--- config.mk ---
export PLATFORM = sky130hd
export DESIGN_NAME = router_out_arbiter
export DESIGN_NICKNAME = d
export VERILOG_FILES = /design/src/rtl/router_out_arbiter.sv
export SDC_FILE = /design/constraint.sdc
export NUM_CORES = 1
export LEC_CHECK = 0
export ABC_AREA = 1
export CAP_MARGIN = 20
export CORE_MARGIN = 2
export CORE_UTILIZATION = 44
export DETAILED_ROUTE_END_ITERATION = 10
export GPL_ROUTABILITY_DRIVEN = 0
export PLACE_DENSITY_LB_ADDON = 0.05
export SLEW_MARGIN = 40
export SYNTH_ARGS = -nofsm -noshare
export SYNTH_HDL_FRONTEND = slang
export SYNTH_SLANG_ARGS = --single-unit
--- constraint.sdc ---
create_clock -name clk_i -period 4.91 [get_ports clk_i]
set_input_delay 0.7365 -clock clk_i [delete_from_list [all_inputs] [get_ports clk_i]]
set_output_delay 0.7365 -clock clk_i [all_outputs]
set_load 0.03 [all_outputs]
--- src/rtl/router_out_arbiter.sv ---
// Wormhole round-robin arbiter sharing one AXI-Stream output among N_PORTS inputs.
// A grant is held for a whole packet, and each input keeps a saturating count of its completed packets.
//   state  | meaning
//   IDLE   | no owner; arbitrate among valid inputs starting after rr_ptr
//   BUSY   | owner in grant_q streams through until its TLAST handshake
module router_out_arbiter #(
  parameter int N_PORTS    = 5,
  parameter int DATA_WIDTH = 32,
  parameter int CNT_WIDTH  = 16
) (
  input  logic                  clk_i,
  input  logic                  rst_n_i,
  input  logic [N_PORTS-1:0]    in_tvalid_i,
  input  logic [DATA_WIDTH-1:0] in_tdata_i [N_PORTS],
  input  logic [N_PORTS-1:0]    in_tlast_i,
  output logic [N_PORTS-1:0]    in_tready_o,
  output logic                  out_tvalid_o,
  output logic [DATA_WIDTH-1:0] out_tdata_o,
  output logic                  out_tlast_o,
  input  logic                  out_tready_i,
  output logic [N_PORTS-1:0]    grant_o,
  output logic                  busy_o,
  output logic [CNT_WIDTH-1:0]  pkt_cnt_o [N_PORTS],
  input  logic                  cnt_clear_i
);

  localparam int PTR_W = (N_PORTS > 1) ? $clog2(N_PORTS) : 1;

  typedef enum logic {S_IDLE, S_BUSY} state_t;

  state_t                             state_q, state_d;
  logic [N_PORTS-1:0]                 grant_q, grant_d;
  logic [PTR_W-1:0]                   rr_ptr_q, rr_ptr_d;
  logic [N_PORTS-1:0][CNT_WIDTH-1:0]  cnt_q, cnt_d;

  logic [PTR_W-1:0] owner_idx;
  logic [PTR_W-1:0] pick_idx;
  logic             pick_vld;
  logic             release_hs;

  always_ff @(posedge clk_i) begin
    if (!rst_n_i) begin
      state_q  <= S_IDLE;
      grant_q  <= '0;
      rr_ptr_q <= PTR_W'(N_PORTS - 1);
      cnt_q    <= '0;
    end else begin
      state_q  <= state_d;
      grant_q  <= grant_d;
      rr_ptr_q <= rr_ptr_d;
      cnt_q    <= cnt_d;
    end
  end

  always_comb begin
    owner_idx = '0;
    for (int i = 0; i < N_PORTS; i++) begin
      if (grant_q[i]) owner_idx = PTR_W'(i);
    end
  end

  // Search starts one past the last owner so every requester gets a turn.
  always_comb begin
    pick_vld = 1'b0;
    pick_idx = '0;
    for (int i = 1; i <= N_PORTS; i++) begin
      int idx;
      idx = (int'(rr_ptr_q) + i) % N_PORTS;
      if (!pick_vld && in_tvalid_i[idx]) begin
        pick_vld = 1'b1;
        pick_idx = PTR_W'(idx);
      end
    end
  end

  always_comb begin
    state_d  = state_q;
    grant_d  = grant_q;
    rr_ptr_d = rr_ptr_q;
    cnt_d    = cnt_q;
    case (state_q)
      S_IDLE: begin
        if (pick_vld) begin
          grant_d           = '0;
          grant_d[pick_idx] = 1'b1;
          rr_ptr_d          = pick_idx;
          state_d           = S_BUSY;
        end
      end
      S_BUSY: begin
        if (release_hs) begin
          grant_d = '0;
          state_d = S_IDLE;
          if (cnt_q[owner_idx] != '1) cnt_d[owner_idx] = cnt_q[owner_idx] + CNT_WIDTH'(1);
        end
      end
      default: state_d = S_IDLE;
    endcase
    if (cnt_clear_i) cnt_d = '0;
  end

  // Gating with rst_n_i keeps a beat from completing in the cycle reset is sampled.
  always_comb begin
    out_tvalid_o = 1'b0;
    out_tdata_o  = '0;
    out_tlast_o  = 1'b0;
    in_tready_o  = '0;
    if (state_q == S_BUSY && rst_n_i) begin
      out_tvalid_o           = in_tvalid_i[owner_idx];
      out_tdata_o            = in_tdata_i[owner_idx];
      out_tlast_o            = in_tlast_i[owner_idx];
      in_tready_o[owner_idx] = out_tready_i;
    end
    release_hs = out_tvalid_o && out_tready_i && out_tlast_o;
  end

  assign grant_o = grant_q;
  assign busy_o  = (state_q == S_BUSY);

  for (genvar g = 0; g < N_PORTS; g++) begin : g_cnt_out
    assign pkt_cnt_o[g] = cnt_q[g];
  end

endmodule

# Word level (Yosys, flattened, before mapping)
# Cells that the tools add are included.
[totals]
in_bits = 174
word_cells = 108
register_bits = 89
[classes]
mux = 55
magnitude_cmp = 10
n_div = 5
bitwise = 4
reduce_logical = 17
addsub = 6
n_eq_ne = 3
[op_table]
columns = ["operator", "count"]
rows = [
  ["< comparator 32 x 5 -> 1 bit, second input constant", 5],
  ["modulo 32 x 4 -> 32 bit, second input constant", 5],
  ["binary-select mux 32 bit (select 3 bit)", 1],
  ["2-to-1 mux 32 bit", 3],
  ["bitwise mux 80 bit", 1],
  ["binary-select mux 16 bit (select 3 bit)", 1],
  ["demux 16 bit (select 3 bit)", 1],
  ["2-to-1 mux 16 bit", 2],
  ["2-to-1 mux 1 bit", 24],
  ["2-to-1 mux 3 bit", 8],
  ["binary-select mux 1 bit (select 3 bit)", 7],
  ["adder 16 x 1 -> 16 bit, second input constant", 1],
  ["inequality test 16 bit, second input constant", 1],
  ["2-to-1 mux 5 bit", 3],
  ["one-hot mux 5 bit (2 select lines)", 1],
  ["logical AND 1 bit", 9],
  ["adder 3 x 2 -> 4 bit, second input constant", 2],
  ["adder 3 x 3 -> 4 bit, second input constant", 2],
  ["< comparator 3 x 4 -> 1 bit, second input constant", 2],
  ["demux 1 bit (select 3 bit)", 2],
  ["greater-or-equal comparator 3 x 1 -> 1 bit, second input constant", 2],
  ["AND 5 bit", 1],
  ["adder 3 x 1 -> 4 bit, second input constant", 1],
  ["greater-or-equal comparator 4 bit, second input constant", 1],
  ["other kinds (9)", 14],
]

# Longest topological paths before layout
# Gate-level depths: netlist of the first run.
[depth]
word_depth = 24
depth_mapped = 29
mapped_depth_nobuf = 29

# Worst setup path after synthesis of the first run
# OpenSTA, ideal clock, no wires.
[synth_path]
kind = "reg2reg"
startpoint = "register rr_ptr_q[0]"
endpoint = "register grant_q[0] (netlist: grant_o[0])"
path_stages_with_launch = 25
path_buffers = 1
setup_time_ns = 0.121
slack_ns = 1.162
period_less_slack_ns = 3.748
required_ns = 4.789
t_arrival_ns = 3.627
path_cell_list = "dfxtp_1 > buf_4 > inv_1 > ha_1 > ha_1 > nor2_1 > nand2_1 > nand2_1 > xor2_1 > ha_1 > inv_1 > nand2_1 > nand3_1 > nand3_1 > nand2_1 > nand2_1 > nand3_1 > nand3_1 > nand2_1 > nor2_4 > nand4_1 > o21ai_2 > nor2_1 > nand2_1 > a21oi_1"
[synth_via]
elab_chain_cells = 24
elab_cells_between_ends = 52
[synth_lines]
columns = ["element", "line", "text"]
rows = [
  ["start, declared", "33", "logic [PTR_W-1:0] rr_ptr_q, rr_ptr_d;"],
  ["start signal, assigned", "45", "rr_ptr_q <= PTR_W'(N_PORTS - 1);"],
  ["start signal, assigned", "50", "rr_ptr_q <= rr_ptr_d;"],
  ["adder 3 x 1 -> 4 bit", "68", "idx = (int'(rr_ptr_q) + i) % N_PORTS;"],
  ["modulo 32 x 4 -> 32 bit", "68", ""],
  ["binary-select mux 1 bit (select 3 bit)", "69", "if (!pick_vld && in_tvalid_i[idx]) begin"],
  ["2-to-1 mux 1 bit (implied by the code) (2 in a row)", "69", ""],
  ["2-to-1 mux 1 bit", "69", ""],
  ["logical NOT 1 bit", "69", ""],
  ["logical AND 1 bit", "69", ""],
  ["2-to-1 mux 1 bit", "69", ""],
  ["(+7 left out)", "-", ""],
  ["logical AND 1 bit", "69", ""],
  ["2-to-1 mux 3 bit", "69", ""],
  ["< comparator 3 x 4 -> 1 bit (implied by the code) / greater-or-equal comparator 3 x 1 -> 1 bit (equally long branches)", "85", "grant_d[pick_idx] = 1'b1;"],
  ["logical AND 1 bit (implied by the code)", "85", ""],
  ["2-to-1 mux 1 bit (implied by the code)", "85", ""],
  ["demux 1 bit (select 3 bit)", "85", ""],
  ["2-to-1 mux 5 bit", "83", "if (pick_vld) begin"],
  ["one-hot mux 5 bit (2 select lines)", "81", "case (state_q)"],
  ["end signal, assigned", "49", "grant_q <= grant_d;"],
  ["end, declared", "32", "logic [N_PORTS-1:0] grant_q, grant_d;"],
]
# Several ways; a longest one is shown, not always the timed one. The select of a mux whose other input is x is not followed.
# A chain may end at the register's enable or synchronous reset.

# Worst setup path in the final report of the first run
[layout_path]
startpoint = "register rr_ptr_q[1]"
endpoint = "register grant_q[1] (netlist: grant_o[1])"
# The elaborated chain is that of the path after synthesis.

==> results of run 1 <==
==> worst paths after layout <==
path,startpoint,endpoint,slack [ns],depth (start not counted)
worst max-delay path,rr_ptr_q[1]$_SDFFE_PN0P_,grant_o[1]$_SDFFE_PN0P_,0.69,22
worst min-delay path,pkt_cnt_o[65]$_SDFFE_PP0P_,pkt_cnt_o[65]$_SDFFE_PP0P_,0.47,2
worst max register to register,rr_ptr_q[1]$_SDFFE_PN0P_,grant_o[1]$_SDFFE_PN0P_,0.69,22
worst min register to register,pkt_cnt_o[65]$_SDFFE_PP0P_,pkt_cnt_o[65]$_SDFFE_PP0P_,0.47,2
==> logic make-up after synthesis <==
logic type      after synthesis  synth area share
compound gates              273             0.238
xor+xnor                     19            0.0246
fa+ha+maj                    33            0.0595
buf+inv                     155            0.0989
flops                        89             0.252
simple gates                526             0.327
==> metal layers <==
layer / global-route usage / up-vias / routed length, um
met5: 0 / - / 0
met4: 0.122 / 0 / 867
met3: 0.0513 / 48 / 1950
met2: 0.539 / 409 / 13800
met1: 0.395 / 3975 / 11300
li1: - / 4194 / -
==> flip-flops by register name, summed over array words and instances (netlist names) <==
signal and flops:
pkt_cnt_o 80, rr_ptr_q 3, busy_o 1, grant_o 5
==> Yosys cell counts (10+ instances only) <==
library cell | n | share of area
nand3_1 | 80 | 0.057
buf_2 | 10 | 0.0071
inv_1 | 83 | 0.044
o211ai_1 | 38 | 0.040
buf_6 | 10 | 0.016
ha_1 | 32 | 0.057
nor2_1 | 122 | 0.065
o21ai_1 | 28 | 0.020
a31oi_1 | 35 | 0.031
xor2_1 | 11 | 0.014
a21oi_1 | 45 | 0.032
o21ai_0 | 88 | 0.062
clkbuf_1 | 34 | 0.018
dfxtp_1 | 89 | 0.25
nand2_1 | 276 | 0.15
nand4_1 | 15 | 0.013
a21oi_2 | 15 | 0.019
==> critical path, cell delays in order, from the launching register on <==
cell and delay (ns):
dfxtp_1 0.50, inv_1 0.25, ha_1 0.55, inv_1 0.19, ha_1 0.24, nand2_1 0.09
nand2_1 0.11, xor2_1 0.29, ha_1 0.23, inv_1 0.04, nand2_1 0.09, nand3_1 0.16
o21ai_0 0.35, nand3_1 0.13, nand2_1 0.08, nand2_1 0.09, nand4_1 0.14, inv_1 0.09
nand3_1 0.10, nand2_1 0.10, nor2_1 0.14, nand2_1 0.07, a21oi_1 0.12
==> stage by stage <==
stage	cell area [sq um]	power, mW	std cells	hold slack (ns)
global route	10300	5.06	1575	0.485
CTS	10300	4.58	1575	0.465
floorplan	7060	3.04	1095	0.576
finish	10300	4.61	1575	0.466
global placement	10100	3.86	1559	0.451
detailed placement	10100	3.88	1559	0.455
==> power by group through the flow <==
| stage | Clock (mW) | Combinational [mW] | Sequential (mW) |
|---|---|---|---|
| final | 0.698 | 3.14 | 0.780 |
| after global routing | 0.728 | 3.55 | 0.783 |
| after CTS | 0.694 | 3.10 | 0.780 |
| after global placement | 0 | 3.06 | 0.795 |
| after detailed placement | 0 | 3.09 | 0.795 |
| after floorplan | 0 | 2.22 | 0.814 |
==> final cells by class <==
cell class	count	area, sq um
clock buffer	9	225
sequential	89	1780
multi-input combinational	851	4600
inverter	93	359
fill	1496	5420
tap	216	270
timing repair buffer	310	3040
clock inverter	7	68.8
==> impl_metrics.yaml, run 1 <==
status:
  outcome: "finished clean"
clock_network:
  htreeDepth: 3
  cts.clk_slew.worst_paths_ns: 0.07
  cts_resized: 0
  cts_made_buffers: 9
  cts_hold_buf: 0
  tritoncts: "built"
  clock-sinks: 89
  clock_path_buffers: 2
  insertion_delay_ns: 0.34
  cts_setup_buffers: 0
  root_buffer: "clkbuf_16"
grt:
  overflow: 0
  antenna_found_initial: 0
  track_usage: 0.314
  grt_pass1_wl_mm: 41.8
  grt_pass1_vias: 7691
  grt_max_degree: 73
floorplanning:
  die_w_um: 131
  core_sq_mm: 0.0158
  die-area_sq_mm: 0.0171
  initial_utilization: 0.448
  die_h_um: 131
  ios: 299
  rows: 46
sta:
  relSlewSlack: 0.434
  setup_ws_ns: 0.695
  clock.fmax_mhz: 237
  final-max-slew-violation-count: 0
  rsz0062_at_grt: "no"
  finalSetupViolCount: 0
  tns_ns: 0
  fin_crit_ns: 4.22
  tightest_slew_ns: 0.846
  worst_clock_skew_ns: 0.0134
  hold_viol_final: 0
  min_period_over_period: 0.858
power_and_ir_drop:
  p_comb_frac: 0.680
  clockPowerShare: 0.151
  cellLeakagePower_nw: 4.23
  p_switching_mw: 2.40
  p_seq_frac: 0.169
  p_int_mw: 2.21
  vdd_drop_max_v: 0.000336
  powerDensity_mw_per_mm2: 446
  switching_share: 0.520
setup_path:
  endpoint_kind: "flip-flop"
  required_ns: 5.18
  cp-start-kind: "flip-flop"
  critPathArrivalTime_ns: 4.49
  cp_max_fo: 8
  worstSetupPathType: "reg -> reg"
logic_synthesis:
  synthFlopType: "dfxtp_1"
  synth.distinct_cells: 51
  ys_seq_area_frac: 0.252
  synth_area_per_cell_sq_um: 6.45
  synth_async_sr_flop_share: 0
  synth_seq_cells: 89
  syn_inst: 1095
  synth_warnings: 0
  synth_area_sq_mm: 0.00706
  synth_edf_count: 0
  syn_nets: 1302
cells_and_area:
  finalNetCount: 1561
  area_growth_pct: 46.5
  final_common_cell: "clkdlybuf4s50_1"
  final_util: 0.656
  layout_common_cells: "clkdlybuf4s50_1 (284), nand2_1 (276), nor2_1 (120)"
  diodes: 0
  layout-drive-gt1-share: 0.0795
routing:
  vias: 8626
  drc: 0
  dr.first_iter.drc_count: 678
  avgRoutedWirePerCell_um: 17.7
  drt_first_pass_iters: 5
  avgViaCountPerCell: 5.48
  wl_mm: 27.9
  drtAntennaViolNets: 0
placement:
  dp_hpwl_mm: 21.0
  place_ws_ns: 0.712
  numPortBuffers: 298
hold_path:
  hp-class: "reg -> reg"
flow_run:
  max_cap_violations: 0
(Power assumes the default switching activity.)
==> run 2, diff against run 1 <==
- CORE_UTILIZATION: 44 -> 40
- clock period: 4.91 -> 3.49 ns (I/O delays scaled with it)
==> impl_metrics.yaml, run 2 (synthesis results as in run 1) <==
routing:
  drt_first_pass_iters: 5
  vias: 9007
  drtAntennaViolNets: 0
  dr.first_iter.drc_count: 712
  avgRoutedWirePerCell_um: 18.6
  avgViaCountPerCell: 5.44
  drc: 0
  wl_mm: 30.7
cells_and_area:
  final_common_cell: "clkdlybuf4s50_1"
  area_growth_pct: 62.7
  layout-drive-gt1-share: 0.197
  largest_reg_flops: 80
  layout_common_cells: "clkdlybuf4s50_1 (279), nand2_1 (243), nor2_1 (111)"
  fillers: 1535
  final_util: 0.664
  finalNetCount: 1633
clock_network:
  cts_hold_buf: 0
  tritoncts: "built"
  clock_path_buffers: 2
  cts.clk_slew.worst_paths_ns: 0.07
  cts_made_buffers: 9
  root_buffer: "clkbuf_16"
  clock-sinks: 89
  htreeDepth: 3
  insertion_delay_ns: 0.35
power_and_ir_drop:
  p_switching_mw: 4.36
  total_power_mw: 8.83
  p_comb_frac: 0.746
  p_seq_frac: 0.125
  switching_share: 0.493
  clockPowerShare: 0.129
  cellLeakagePower_nw: 4.69
  p_int_mw: 4.47
  powerDensity_mw_per_mm2: 768
  vdd_drop_max_v: 0.000482
placement:
  dp_hpwl_mm: 22.2
  numPortBuffers: 298
  place_ws_ns: -0.129
sta:
  rsz0062_at_grt: "yes"
  finalSetupViolCount: 5
  min_period_over_period: 1.02
  hold_viol_final: 0
  fin_crit_ns: 3.57
  setup_ws_ns: -0.0775
  holdWs_ns: 0.470
  final-max-slew-violation-count: 0
  worst_clock_skew_ns: 0.00860
  clock.fmax_mhz: 280
  relSlewSlack: 0.522
  tightest_slew_ns: 0.717
floorplanning:
  ios: 299
  initial_utilization: 0.408
  core_sq_mm: 0.0173
  die_h_um: 137
  die-area_sq_mm: 0.0187
  rows: 48
  die_w_um: 137
grt:
  grt_pass1_vias: 8078
  antenna_found_initial: 2
  grt_pass1_wl_mm: 43.9
  track_usage: 0.302
  grt_max_degree: 44
  overflow: 0
setup_path:
  cp-start-kind: "flip-flop"
  slowest_delay_ns: 0.38
  endpoint_kind: "flip-flop"
  cp_slowest_cell: "dfxtp_4"
  path_cells: "clkinvlp_4 -> ha_4 -> ha_4 -> nor2_2 -> nand2_1 -> nand2_2 -> xor2_2 -> ha_2 -> inv_2 -> nand2_2 -> nand4_1 -> nand3_1 -> nand3_2 -> nand3_2 -> nand2_4 -> nor2_4 -> nand4_1 -> buf_4 -> o21ai_4 -> nor2_4 -> nand2_1 -> a21oi_1"
  critPathArrivalTime_ns: 3.79
  required_ns: 3.71
  cp_max_fo: 7
  worstSetupPathType: "reg -> reg"
flow_run:
  max_cap_violations: 0
hold_path:
  hp-class: "reg -> reg"
status:
  violations: "setup timing"
  outcome: "complete, but fails checks"
## run 2: what timing repair did
action                     4_1_cts  5_1_grt
setup endpoints to repair        8       63
setup buffers                    1       25
gates resized for setup         13      122
pin swaps                        4       65
gates cloned                     0        3
## run 2: per-layer routing
layer  wire, um  vias up  share of wire  track usage
met4       1070        2          0.035        0.107
li1           -     4358              -            -
met2      14900      470           0.48        0.514
met3       2670       82          0.087       0.0641
met1      12100     4095           0.39        0.376
met5          7        -        0.00023            0
## run 2: layout make-up
cell class                      instances  area, sq um  share of cell area
Sequential cell                        89         1790               0.156
Tap cell                              225          282              0.0245
Multi-Input combinational cell        854         5120               0.446
Clock buffer                            9          225              0.0196
Inverter                               93          369              0.0321
Antenna cell                            1         2.50            0.000218
Timing Repair Buffer                  379         3580               0.312
Clock inverter                          6          115              0.0100
## run 2: per-stage QoR
step           TNS, ns  cells  area [sq um]
6_report        -0.341   1656         11500
5_1_grt          -1.82   1656         11500
4_1_cts              0   1627         10800
3_5_place_dp    -0.753   1611         10400
3_3_place_gp    -0.254   1611         10400
2_1_floorplan        0   1095          7090
## run 2: final timing paths
check	cells past startpoint	slack, ns	start	to
max	22	-0.08	rr_ptr_q[0]$_SDFFE_PN0P_	grant_o[2]$_SDFFE_PN0P_
min	2	0.47	pkt_cnt_o[73]$_SDFFE_PP0P_	pkt_cnt_o[73]$_SDFFE_PP0P_
max reg2reg	22	-0.08	rr_ptr_q[0]$_SDFFE_PN0P_	grant_o[2]$_SDFFE_PN0P_
min reg2reg	2	0.47	pkt_cnt_o[73]$_SDFFE_PP0P_	pkt_cnt_o[73]$_SDFFE_PP0P_
## run 2: critical path: cells and delay by family (launching register included)
kind	cells	cell delay (ns)
and+or+nand+nor	13	1.38
DFF	1	0.38
AOI/OAI and AO/OA	2	0.36
adders and majority gates	3	0.70
xor gates and xnor gates	1	0.23
buffers and inverters	3	0.38
## run 2: power by group through the flow
stage / sequential (mW) / clock [mW] / combinational (mW)
global placement: 1.11 / 0 / 4.85
floorplan: 1.15 / 0 / 3.15
CTS: 1.09 / 1.14 / 5.11
detailed placement: 1.11 / 0 / 4.92
global route: 1.10 / 1.18 / 7.16
finish: 1.10 / 1.14 / 6.59
==> run 3, diff against run 2 <==
- clock period: 3.49 -> 3 ns (I/O delays scaled with it)
==> impl_metrics.yaml, run 3 (synthesis results as in run 1) <==
cells_and_area:
  layout_common_cells: "clkdlybuf4s50_1 (270), nand2_1 (241), buf_4 (171)"
  layout-drive-gt1-share: 0.280
  largest_reg_flops: 80
  final_common_cell: "clkdlybuf4s50_1"
  final_cell_area_sq_mm: 0.0127
  diodes: 0
  finalNetCount: 1729
  area_growth_pct: 80.1
status:
  violations: "setup timing"
  outcome: "complete, but fails checks"
placement:
  place_area_sq_mm: 0.0114
  numPortBuffers: 298
  dp_hpwl_mm: 23.4
  place_ws_ns: -0.504
setup_path:
  critPathArrivalTime_ns: 3.86
  endpoint_kind: "flip-flop"
  r2r_cells: 23
  path_cells: "clkinvlp_4 -> ha_4 -> ha_4 -> nor2_4 -> nand2_2 -> nand2_4 -> xor2_4 -> ha_2 -> buf_4 -> o21ai_1 -> o21ai_1 -> nor2_1 -> nand3_2 -> nand2_4 -> nor2_4 -> buf_6 -> nand3_2 -> nand2_1 -> nor2_2 -> nand2_1 -> nor2_2 -> nand2_1 -> a21oi_2"
  critical_path.top_delay_family: "simple AND/OR/NAND/NOR gates"
  cp_slowest_cell: "dfxtp_4"
  critPathBufInv: 3
  required_ns: 3.29
  path_depth: 23
  slowest_delay_ns: 0.40
  worstSetupPathType: "reg -> reg"
  cp_max_fo: 5
  crit_top_cell: "nand2_1"
  cp-start-kind: "flip-flop"
clock_network:
  clock_path_buffers: 2
  insertion_delay_ns: 0.35
  cts_hold_buf: 0
  cts_made_buffers: 9
  root_buffer: "clkbuf_16"
  cts.clk_slew.worst_paths_ns: 0.07
  clock-sinks: 89
  htreeDepth: 3
  tritoncts: "built"
power_and_ir_drop:
  powerDensity_mw_per_mm2: 934
  cellLeakagePower_nw: 5.35
  vdd_drop_max_v: 0.000922
floorplanning:
  initial_utilization: 0.408
  ios: 299
  core_sq_mm: 0.0173
  die_h_um: 137
  rows: 48
  die_w_um: 137
  die-area_sq_mm: 0.0187
routing:
  avgRoutedWirePerCell_um: 18.4
  drt_first_pass_iters: 5
  wl_mm: 32.2
  drc: 0
  dr.first_iter.drc_count: 802
  vias: 9484
  avgViaCountPerCell: 5.41
  drtAntennaViolNets: 0
grt:
  overflow: 0
  antenna_found_initial: 0
  grt_pass1_vias: 8794
  grt_max_degree: 69
  grt_pass1_wl_mm: 46.5
  track_usage: 0.321
sta:
  hold_viol_final: 0
  worst_clock_skew_ns: 0.0110
  min_period_over_period: 1.19
  finalSetupViolCount: 9
  tightest_slew_ns: 0.472
  rsz0062_at_grt: "yes"
  clock.fmax_mhz: 280
  final-max-slew-violation-count: 0
  fin_crit_ns: 3.57
  setup_ws_ns: -0.574
  tns_ns: -4.76
  relSlewSlack: 0.682
hold_path:
  hp-class: "reg -> reg"
  hold_depth: 2
flow_run:
  max_cap_violations: 0
-- run 3: cell count changes in the layout (fill, tap and decap cells not counted), moves of 4 or more --
cell / before / now
buf_4: 95 / 171
buf_12: 2 / 13
clkdlybuf4s50_1: 279 / 270
a31oi_2: 1 / 29
buf_6: 1 / 13
o21ai_0: 81 / 74
a31oi_1: 34 / 5
o21ai_2: 3 / 10
dlygate4sd2_1: 0 / 4
-- run 3: what timing repair did --
| item | 4_1_cts | 5_1_grt |
|---|---|---|
| gates cloned | 0 | 3 |
| resized for setup | 58 | 95 |
| endpoints found under the setup margin | 19 | 102 |
| setup buffers | 33 | 23 |
| pin swaps | 53 | 61 |
-- run 3: where the power goes --
part           total [mW]  switching, mW  internal, mW  leakage [nW]
Sequential           1.30         0.0626          1.23         0.720
Combinational        9.31           5.21          4.10          4.47
Clock                1.27          0.525         0.745         0.160
-- run 3: path summary, 6_finish.rpt --
path | startpoint | endpoint | slack [ns]
hold / removal | pkt_cnt_o[73]$_SDFFE_PP0P_ | pkt_cnt_o[73]$_SDFFE_PP0P_ | 0.46
hold reg to reg | pkt_cnt_o[73]$_SDFFE_PP0P_ | pkt_cnt_o[73]$_SDFFE_PP0P_ | 0.46
setup reg to reg | rr_ptr_q[0]$_SDFFE_PN0P_ | grant_o[0]$_SDFFE_PN0P_ | -0.57
setup / recovery | rr_ptr_q[0]$_SDFFE_PN0P_ | grant_o[0]$_SDFFE_PN0P_ | -0.57
-- run 3: area by class of cell --
class,count,area [sq um]
Sequential cell,89,1790
Tap cell,225,282
Clock inverter,6,97.6
Clock buffer,10,229
Fill cell,1359,4580
Inverter,93,375
Timing Repair Buffer,478,4550
Multi-Input combinational cell,851,5390
-- run 3: worst register-to-register path: cells and delay by family (launching register included) --
family          cells  cell delay, ns
buf+inv             3            0.45
flops               1            0.40
simple gates       13            1.30
fa+ha+maj           3            0.72
xor+xnor            1            0.19
compound gates      3            0.46
-- run 3: metal layers --
| metal | vias to the layer above | GRT usage | part of all wire |
|---|---|---|---|
| li1 | 4547 | - | - |
| met3 | 97 | 0.0581 | 0.083 |
| met1 | 4336 | 0.384 | 0.37 |
| met5 | - | 0 | 0 |
| met2 | 504 | 0.546 | 0.50 |
| met4 | 0 | 0.167 | 0.048 |
-- run 3: stage by stage --
| step | util | power (mW) | hold slack (ns) | cells |
|---|---|---|---|---|
| floorplan | - | 5.37 | 0.545 | 1095 |
| global placement | 0.658 | 7.68 | 0.449 | 1680 |
| detailed placement | 0.658 | 7.81 | 0.452 | 1680 |
| CTS | 0.702 | 10.3 | 0.462 | 1728 |
| global route | 0.735 | 12.6 | 0.482 | 1752 |
| finish | 0.735 | 11.9 | 0.463 | 1752 |
